--- config.mk ---
export PLATFORM = sky130hd
export DESIGN_NAME = mux_8_1
export DESIGN_NICKNAME = d
export VERILOG_FILES = /design/src/rtl/mux_8_1.sv
export SDC_FILE = /design/constraint.sdc
export NUM_CORES = 1
export LEC_CHECK = 0
export CAP_MARGIN = 20
export CELL_PAD_IN_SITES_DETAIL_PLACEMENT = 1
export CELL_PAD_IN_SITES_GLOBAL_PLACEMENT = 1
export CORE_AREA = 2 2 39 41
export CTS_CLUSTER_DIAMETER = 100
export CTS_CLUSTER_SIZE = 24
export DETAILED_ROUTE_END_ITERATION = 12
export DIE_AREA = 0 0 41 43
export PLACE_DENSITY = 0.75
export SYNTH_ARGS = -nofsm -noshare
export SYNTH_HDL_FRONTEND = slang
export SYNTH_SLANG_ARGS = --single-unit
--- constraint.sdc ---
create_clock -name clk -period 1.5 [get_ports clk]
set_clock_uncertainty 0.15 [all_clocks]
set_input_delay 0.15 -clock clk [delete_from_list [all_inputs] [get_ports clk]]
set_output_delay 0.15 -clock clk [all_outputs]
set_load 0.05 [all_outputs]
--- src/rtl/mux_8_1.sv ---
// Eight-input selector: a zero-latency combinational output Z plus a registered
// copy Z_q, and sel_q records which select value produced that copy.
module mux_8_1 #(
  parameter int WIDTH = 1
) (
  input  logic             clk,
  input  logic             rst_n,
  input  logic             en,
  input  logic             S2,
  input  logic             S1,
  input  logic             S0,
  input  logic [WIDTH-1:0] A,
  input  logic [WIDTH-1:0] B,
  input  logic [WIDTH-1:0] C,
  input  logic [WIDTH-1:0] D,
  input  logic [WIDTH-1:0] E,
  input  logic [WIDTH-1:0] F,
  input  logic [WIDTH-1:0] G,
  input  logic [WIDTH-1:0] H,
  output logic [WIDTH-1:0] Z,
  output logic [WIDTH-1:0] Z_q,
  output logic [2:0]       sel_q
);

  logic [2:0] sel;

  assign sel = {S2, S1, S0};

  // An unknown select falls into the default branch, so Z goes to all-zeros.
  always_comb begin
    Z = '0;
    case (sel)
      3'b000:  Z = A;
      3'b001:  Z = B;
      3'b010:  Z = C;
      3'b011:  Z = D;
      3'b100:  Z = E;
      3'b101:  Z = F;
      3'b110:  Z = G;
      3'b111:  Z = H;
      default: Z = '0;
    endcase
  end

  always_ff @(posedge clk) begin
    if (!rst_n) begin
      Z_q   <= '0;
      sel_q <= 3'b000;
    end else if (en) begin
      Z_q   <= Z;
      sel_q <= sel;
    end
  end

endmodule

==> flow_summary_export.csv <==
group,metric,value,unit
timing,finalHoldViolations,0,
synth,syn-num-nets,34,
global_route,grt_use_total,9.44,%
min_path,hold_class,"primary input to flip-flop",
drt,highest_layer,"met3",
layout,n_fill_cell,162,
placement,port_buffers,18,
timing,period_share,96.2,%
timing,slew_violations,0,
placement,place_ws,-0.435,ns
flow_run,drv_cap,0,
synth,syn_area_per_cell,11.2,sq um
setup_path,cp-start-kind,"primary input",
global_route,antenna_found_initial,0,
timing,worst_slack,0.0568,ns
drt,viasPerCell,3.98,
drt,vias,227,
global_route,grt.overflow.total,0,
floorplanning,die_area,1760,sq um
cts,cts_buffers,3,
cts,clock-sinks,4,
synth,seq_area_frac_synth,35.8,%
power,peakVddDrop,0.316,mV
timing,worst_hold_slack,0.215,ns
drt,wl,616,microns
synth,syn_area,224,sq um
floorplanning,num_io_pins,19,
floorplanning,die_h,43,microns
timing,grt_setup_unrepaired,"no",
layout,nets,57,
timing,finalCriticalPeriod,1.44,ns
power,powerDensity,853,nW/um^2
drt,drt_iter0_drc,0,
drt,drc,0,
cts,cts_root_buffer,"clkbuf_4",
drt,wire_per_inst,10.8,microns
setup_path,path_max_fanout,2,
floorplanning,start_util,16.2,%
synth,syn_inst,20,
layout,layout_commonest_cell,"dlygate4sd2_1",
setup_path,arrival,1.14,ns
global_route,first_global_vias,266,
cts,clockBufferDepth,2,
floorplanning,die_w,41,microns
global_route,grt_first_pass_wirelength,1.00,mm
timing,setup_viol,0,
layout,area_growth,114,%
cts,cts_tree,"built",
placement,globalplace.congestion,0.600,
floorplanning,rows,14,
synth,synth_top_cell_area_share,35.8,%
synth,yosys.area.top_type,"dfxtp_1",
layout,diodes,0,
layout,drive_gt1_share,34.1,%
setup_path,path_class,"primary input to primary output",
floorplanning,coreArea,1380,sq um
power,leakagePower,0.000224,uW
global_route,grt_max_degree,6,
drt,wl_met1,218,microns
drt,postRouteAntennaNets,0,
layout,multiInputGateArea,125,sq um
synth,yosysUniqueCellTypes,9,
drt,firstDrtPassIters,1,
drt,met2_length,339,microns
placement,place_hpwl,506,microns
timing,slew_headroom,82.1,%
layout,final_cell_mix,"dlygate4sd2_1, mux2i_1, buf_12",
setup_path,end_kind,"primary output",
timing,fmax,693,MHz
cts,cts_max_level,1,
run_status,status,"finished clean",
synth,synth.area.top_cells,"dfxtp_1, mux2i_1, mux4_2",
timing,tightest_slew,0.267,ns
synth,synth_warnings,0,
cts,clk_latency,0.24,ns
setup_path,required,1.20,ns
cts,clkTransAtPathRegs,0.04,ns
layout,seq_area,80.1,sq um
drt,met3_length,58,microns
synth,synth_seq_cells,4,
==> logic make-up after synthesis <==
kind of cell / count (synthesis) / share of synthesized area [%]
mux: 8 / 41.3
buf+inv: 3 / 8.38
compound gates: 2 / 6.14
simple gates: 3 / 8.38
flops: 4 / 35.8
==> stage by stage <==
stage | area [sq um] | setup TNS [ns] | instances | util [%] | total power, uW
finish | 479 | 0 | 57 | 34.6 | 409
global route | 479 | 0 | 57 | 34.6 | 439
CTS | 479 | 0 | 57 | 34.6 | 422
detailed placement | 474 | -0.782 | 54 | 34.3 | 281
global placement | 474 | -0.710 | 54 | 34.3 | 279
floorplan | 224 | 0 | 20 | - | 189
==> metal layers <==
metal / track usage [%] / up-vias
met4: 8.00 / 0
li1: - / 111
met5: 0 / -
met1: 8.36 / 104
met2: 13.8 / 12
met3: 6.28 / 0
==> flip-flops by register name, indices dropped and copies added (netlist names) <==
signal and count:
Z_q 1, sel_q 3
==> power breakdown <==
part,internal [uW],switching (uW),total (uW)
Clock,90.0,50.9,141
Combinational,81.0,65.9,147
Sequential,114,7.03,121
==> synth_stat cells <==
cell type,n
inv_1,1
o21ai_0,1
buf_6,1
nor2b_1,3
dfxtp_1,4
mux2i_1,7
clkbuf_1,1
mux4_2,1
a21oi_2,1
==> area by class of cell <==
type                            instances  share of cell area (%)
Multi-Input combinational cell         13                    26.1
Sequential cell                         4                    16.7
Tap cell                               16                    4.18
Inverter                                1                   0.783
Timing Repair Buffer                   20                    47.5
Clock buffer                            3                    4.70
==> worst max-delay path: stages <==
cell and delay (ns):
dlygate4sd2_1 0.24, mux4_2 0.53, inv_2 0.09, buf_12 0.13
==> timing repair <==
action / CTS / global route
setup buffers: 0 / 0
endpoints found under the setup margin: 2 / 0
hold buffers: 0 / 0
gates resized for setup: 15 / 0
==> final timing paths <==
kind	start	end	slack (ns)	depth (start not counted)
worst max-delay path	S0	Z	0.06	4
worst max register to register	Z_q	Z_q	0.65	2
worst min-delay path	S2	sel_q[2]	0.22	3
worst min register to register	sel_q[1]	sel_q[1]	0.41	2
No activity file was read; power rests on OpenSTA's default activity.
==> RTL change 1 (same flow settings) <==
Add an input register stage for `B`, without a reset; this delays it by one clock. The other inputs are not delayed to match.
--- a/src/rtl/mux_8_1.sv
+++ b/src/rtl/mux_8_1.sv
@@ -22,6 +22,12 @@
   output logic [2:0]       sel_q
 );
 
+  logic [WIDTH-1:0] B_q;
+
+  always_ff @(posedge clk) begin
+    B_q <= B;
+  end
+
   logic [2:0] sel;
 
   assign sel = {S2, S1, S0};
@@ -31,7 +37,7 @@
     Z = '0;
     case (sel)
       3'b000:  Z = A;
-      3'b001:  Z = B;
+      3'b001:  Z = B_q;
       3'b010:  Z = C;
       3'b011:  Z = D;
       3'b100:  Z = E;
Formal check against the unedited RTL: not equivalent (a bounded check fails within 4 cycles, from zero or initial values and one cycle with rst_n low).
==> RTL change 1 against the unedited design <==
  * The flow now finishes with violations (setup timing)
  * Hold slack improved by 6.9 ps
  * Maximum frequency fell by 9.6%
  * Sequential cell count rose by 1
  * Wire length rose by 8.3%
  * Total power rose by 12%
  * Synthesized area rose by 8.9%
  * Count of clock-buffer cells in the layout rose by 1
  * Sequential share of layout area rose by 2.5 points
  * Setup slack got worse by 150 ps
  * Cell area rose by 10%
  * Synthesized cell count rose by 5.0%
  * Global-route usage fell by 0.58 points
==> RTL change 1: results (changes against the unedited design) <==
Worst setup path
  – R2R setup slack: 50 ps (was 650 ps)
  – R2R cell count: 5 (was 2)

Synth
  – Top cells by area, synth: dfxtp_1 41%, mux2i_1 29%, mux4_2 9.2%, nor2b_1 7.7%, buf_6 4.6% (was dfxtp_1 36%, mux2i_1 31%, mux4_2 10%, nor2b_1 8.4%, buf_6 5.0%)
  – Commonest cells in the netlist: 7 x mux2i_1, 5 x dfxtp_1, 3 x nor2b_1 (was 7 x mux2i_1, 4 x dfxtp_1, 3 x nor2b_1)
  – Register area share after synthesis: 41.0% (was 35.8%)
  – Synth Instances: 21 (was 20)

GRT
  – GR Layer Usage met1: 8.44% (was 8.36%)
  – Met3 global-route usage: 5.24% (was 6.28%)
  – Tot GR Track Use: 8.86% (was 9.44%)
  – Vias in the first global route: 250 (was 266)

Power
  – Worst VDD drop: 0.464 mV (was 0.316 mV)
  – P_int: 0.332 mW (was 0.285 mW)

Hold path
  – Hold EP: B_q (was sel_q[2])

Layout
  – Clock buffer count: 4 (was 3)
  – Filler cell count: 159 (was 162)
  – Fin nets: 60 (was 57)
  – Ratio of cells with drive above 1 in the final layout: 37.8% (was 34.1%)
  – Sequential cells: 5 (was 4)
  – FF/Latch Area: 101 um^2 (was 80.1 um^2)
  – Final clock-cell share: 4.98% (was 4.70%)
  – Non-clock buffer share: 47.6% (was 47.5%)

Route
  – Routed wl met3: 73 um (was 58 um)
  – Detailed Routing Iterations Pass 1: 2 (was 1)
  – Final WL: 667 um (was 616 um)
  – Metal2 WL: 365 um (was 339 um)
  – Metal-1 WL: 228 um (was 218 um)
  – 1st-iter DRT viols: 2 (was 0)

STA
  – Hold Slack: 222 ps (was 215 ps)
  – Final WS setup: -95.9 ps (was 56.8 ps)
  – Max_slew headroom: 83.3% (was 82.1%)
  – Final setup fails: 1 (was 0)

Status
  – Status: finished with violations (was finished clean)
  – Failing checks: setup timing

Clock network
  – Post CTS Setup Buffer Count: 1 (was 0)
  – PostCTS Resize Cnt: 13 (was 15)

Placement
  – RD Place Congestion: 0.619 (was 0.600)
  – Placed insts: 56 (was 54)
  – Hpwl dp: 539 um (was 506 um)
RTL change 1: power groups by stage:
stage / Combinational (mW) / Clock (mW) / Sequential (mW)
after CTS: 0.158 / 0.162 / 0.150
after detailed placement: 0.160 / 0 / 0.152
after global placement: 0.159 / 0 / 0.152
after floorplan: 0.0456 / 0 / 0.172
after global routing: 0.164 / 0.173 / 0.151
final: 0.157 / 0.151 / 0.150
RTL change 1: cells by family after synthesis:
group,count (synthesis),synth area share [%]
AO/OA/AOI/OAI,2,5.64
flip-flops,5,41.0
multiplexers,8,37.9
buffers and inverters,3,7.69
AND/OR/NAND/NOR,3,7.69
RTL change 1: metrics by stage:
| step | setup slack, ps | setup TNS, ps | instance area (um^2) |
|---|---|---|---|
| after floorplan | 24.2 | 0 | 244 |
| after global placement | -424 | -780 | 502 |
| after detailed placement | -440 | -812 | 502 |
| after CTS | -112 | -112 | 528 |
| after global routing | -152 | -152 | 528 |
| final | -95.9 | -95.9 | 528 |
==> RTL change 2 (same flow settings) <==
Made on the original files. Make the reset (`rst_n`) asynchronous in one clocked block.
--- a/src/rtl/mux_8_1.sv
+++ b/src/rtl/mux_8_1.sv
@@ -42,7 +42,7 @@
     endcase
   end
 
-  always_ff @(posedge clk) begin
+  always_ff @(posedge clk or negedge rst_n) begin
     if (!rst_n) begin
       Z_q   <= '0;
       sel_q <= 3'b000;
Check against the original RTL: differs if rst_n is asserted again (counterexample within 4 cycles, from zero or initial values and one cycle with rst_n low); with rst_n held inactive, the same outputs for 10 cycles.
==> RTL change 2 against the unedited design <==
  * Setup slack better by 9.0 ps
  * Sequential share of layout area rose by 3.9 points
  * Critical path depth stayed put
  * Wire length is 8.0% higher
  * Total power is 14% higher
  * Synthesized area grew 0.56%
  * Sequential cell count did not move
  * Non-clock buffer count is the same
  * Final cell count fell by 5.3%
  * Via count fell by 6.2%
  * Cell area increased by 1.6%
  * Hold slack lost 90 ps
  * Critical path type unchanged
  * Largest cell class unchanged
==> RTL change 2: results (changes against the unedited design) <==
Clock network
  – Max Root-Sink Buffers: 2 (unchanged)
  – CTS clk-pin slew, worst paths: 40 ps (about the same)
  – CTS buffer count: 3 (unchanged)
  – Clock Latency Late Sink: about 230 ps

Synth
  – Yosys warning total: 0 (unchanged)
  – Post-Syn Nets: 30 (was 34)
  – Synth async-reset ratio: 100% (was 0%)
  – Synth Instances: 16 (was 20)
  – Yosys top cell by area: dfrtp_1 (was dfxtp_1)
  – Top cells by area, synth: dfrtp_1 44%, mux2i_1 22%, mux2_2 15%, mux4_2 10%, buf_6 5.0% (was dfxtp_1 36%, mux2i_1 31%, mux4_2 10%, nor2b_1 8.4%, buf_6 5.0%)
  – Register area share after synthesis: 44.4% (was 35.8%)
  – Commonest cells in the netlist: 5 x mux2i_1, 4 x dfrtp_1, 3 x mux2_2 (was 7 x mux2i_1, 4 x dfxtp_1, 3 x nor2b_1)
  – Synth cell types: 6 (was 9)

Worst setup path
  – Max FO, Critical Path: 2 (unchanged)
  – Reg-to-Reg Start: sel_q[1] (was Z_q)
  – RR Endpoint: sel_q[1] (was Z_q)
  – Worst path top cell family by delay: multiplexers (unchanged)
  – Slowest library cell on the worst path: mux4_2 (unchanged)
  – Critical path origin: S1 (was S0)
  – Arrival @ worst endpoint: 1130 ps
  – R2R setup slack: 560 ps (was 650 ps)
  – R2R cell count: 1 (was 2)
  – Crit path to: Z (unchanged)
  – Crit Path Category: in -> out (unchanged)

GRT
  – Vias in the first global route: 253 (was 266)
  – Pin count of the biggest net entering global routing: 6 (unchanged)
  – Tot GR Track Use: 9.30% (was 9.44%)
  – Antenna violations before repair: 0 (unchanged)
  – Global-route wire length before repair: 979 um (was 1.00 mm)

Status
  – Status: finished clean (unchanged)

Route
  – DRC errors left: 0 (unchanged)
  – 1st-iter DRT viols: 0 (unchanged)
  – Final WL: 665 um (was 616 um)
  – Detailed Routing Iterations Pass 1: 1 (unchanged)
  – Total number of vias: 213 (was 227)

Placement
  – Port Buffer Count: 18 (unchanged)
  – Area after DPL: 464 um^2 (was 474 um^2)
  – RD Place Congestion: 0.546 (was 0.600)
  – Setup WS pre-CTS: -456 ps (was -435 ps)
  – Placed insts: 49 (was 54)

Layout
  – Largest regs: sel_q x3, Z_q x1 (unchanged)
  – Fin cells: 54 (was 57)
  – Diode count: 0 (unchanged)
  – Ratio of cells with drive above 1 in the final layout: 39.5% (was 34.1%)

Hold path
  – Hold path startpoint: S0 (was S2)
  – Hold Crit Class: in -> reg (unchanged)

Power
  – Static leakage: 0.238 nW (was 0.224 nW)
  – Worst VDD drop: 0.245 mV (was 0.316 mV)

STA
  – Final Cycle Share: 95.6% (was 96.2%)
  – Max_slew headroom: 87.4% (was 82.1%)
-- RTL change 2: cell families after synthesis --
kind of cell and share of synthesized area [%]:
buf+inv 8.33, flops 44.4, mux 47.2
-- RTL change 2: what timing repair did --
action / 4_1_cts / 5_1_grt
buffers inserted: 1 / 0
hold buffers: 1 / 0
endpoints found under the hold margin: 4 / 0
resized for setup: 15 / 0
setup endpoints to repair: 2 / 0
-- RTL change 2: layer usage --
| metal | GRT usage, % | part of all wire [%] | vias to the layer above |
|---|---|---|---|
| met2 | 15.3 | 48 | 19 |
| li1 | - | - | 100 |
| met3 | 5.24 | 22 | 0 |
| met4 | 8.00 | 0 | 0 |
| met1 | 6.91 | 30 | 94 |
| met5 | 0 | 0 | - |
-- RTL change 2: layout make-up --
class                           count  area (um^2)
Clock buffer                        3         22.5
Fill cell                         159          897
Inverter                            2         7.51
Multi-Input combinational cell      9          106
Sequential cell                     4          100
Tap cell                           16         20.0
Timing Repair Buffer               20          230
-- RTL change 2: worst min path at each step --
| stage | slack [ps] | endpoint | cells after the start |
|---|---|---|---|
| 2_1_floorplan | -300 | Z_q | 0 |
| 3_3_place_gp | 210 | sel_q[1] | 1 |
| 3_5_place_dp | 210 | Z_q | 1 |
| 4_1_cts | 120 | sel_q[0] | 2 |
| 5_1_grt | 140 | sel_q[0] | 2 |
| 6_report | 130 | sel_q[0] | 2 |
-- RTL change 2: where the power goes --
group	leakage, nW	switching, mW	total (mW)	internal (mW)
Clock	0.0138	0.0423	0.132	0.0894
Combinational	0.178	0.0908	0.197	0.107
Sequential	0.0467	0.0142	0.136	0.122
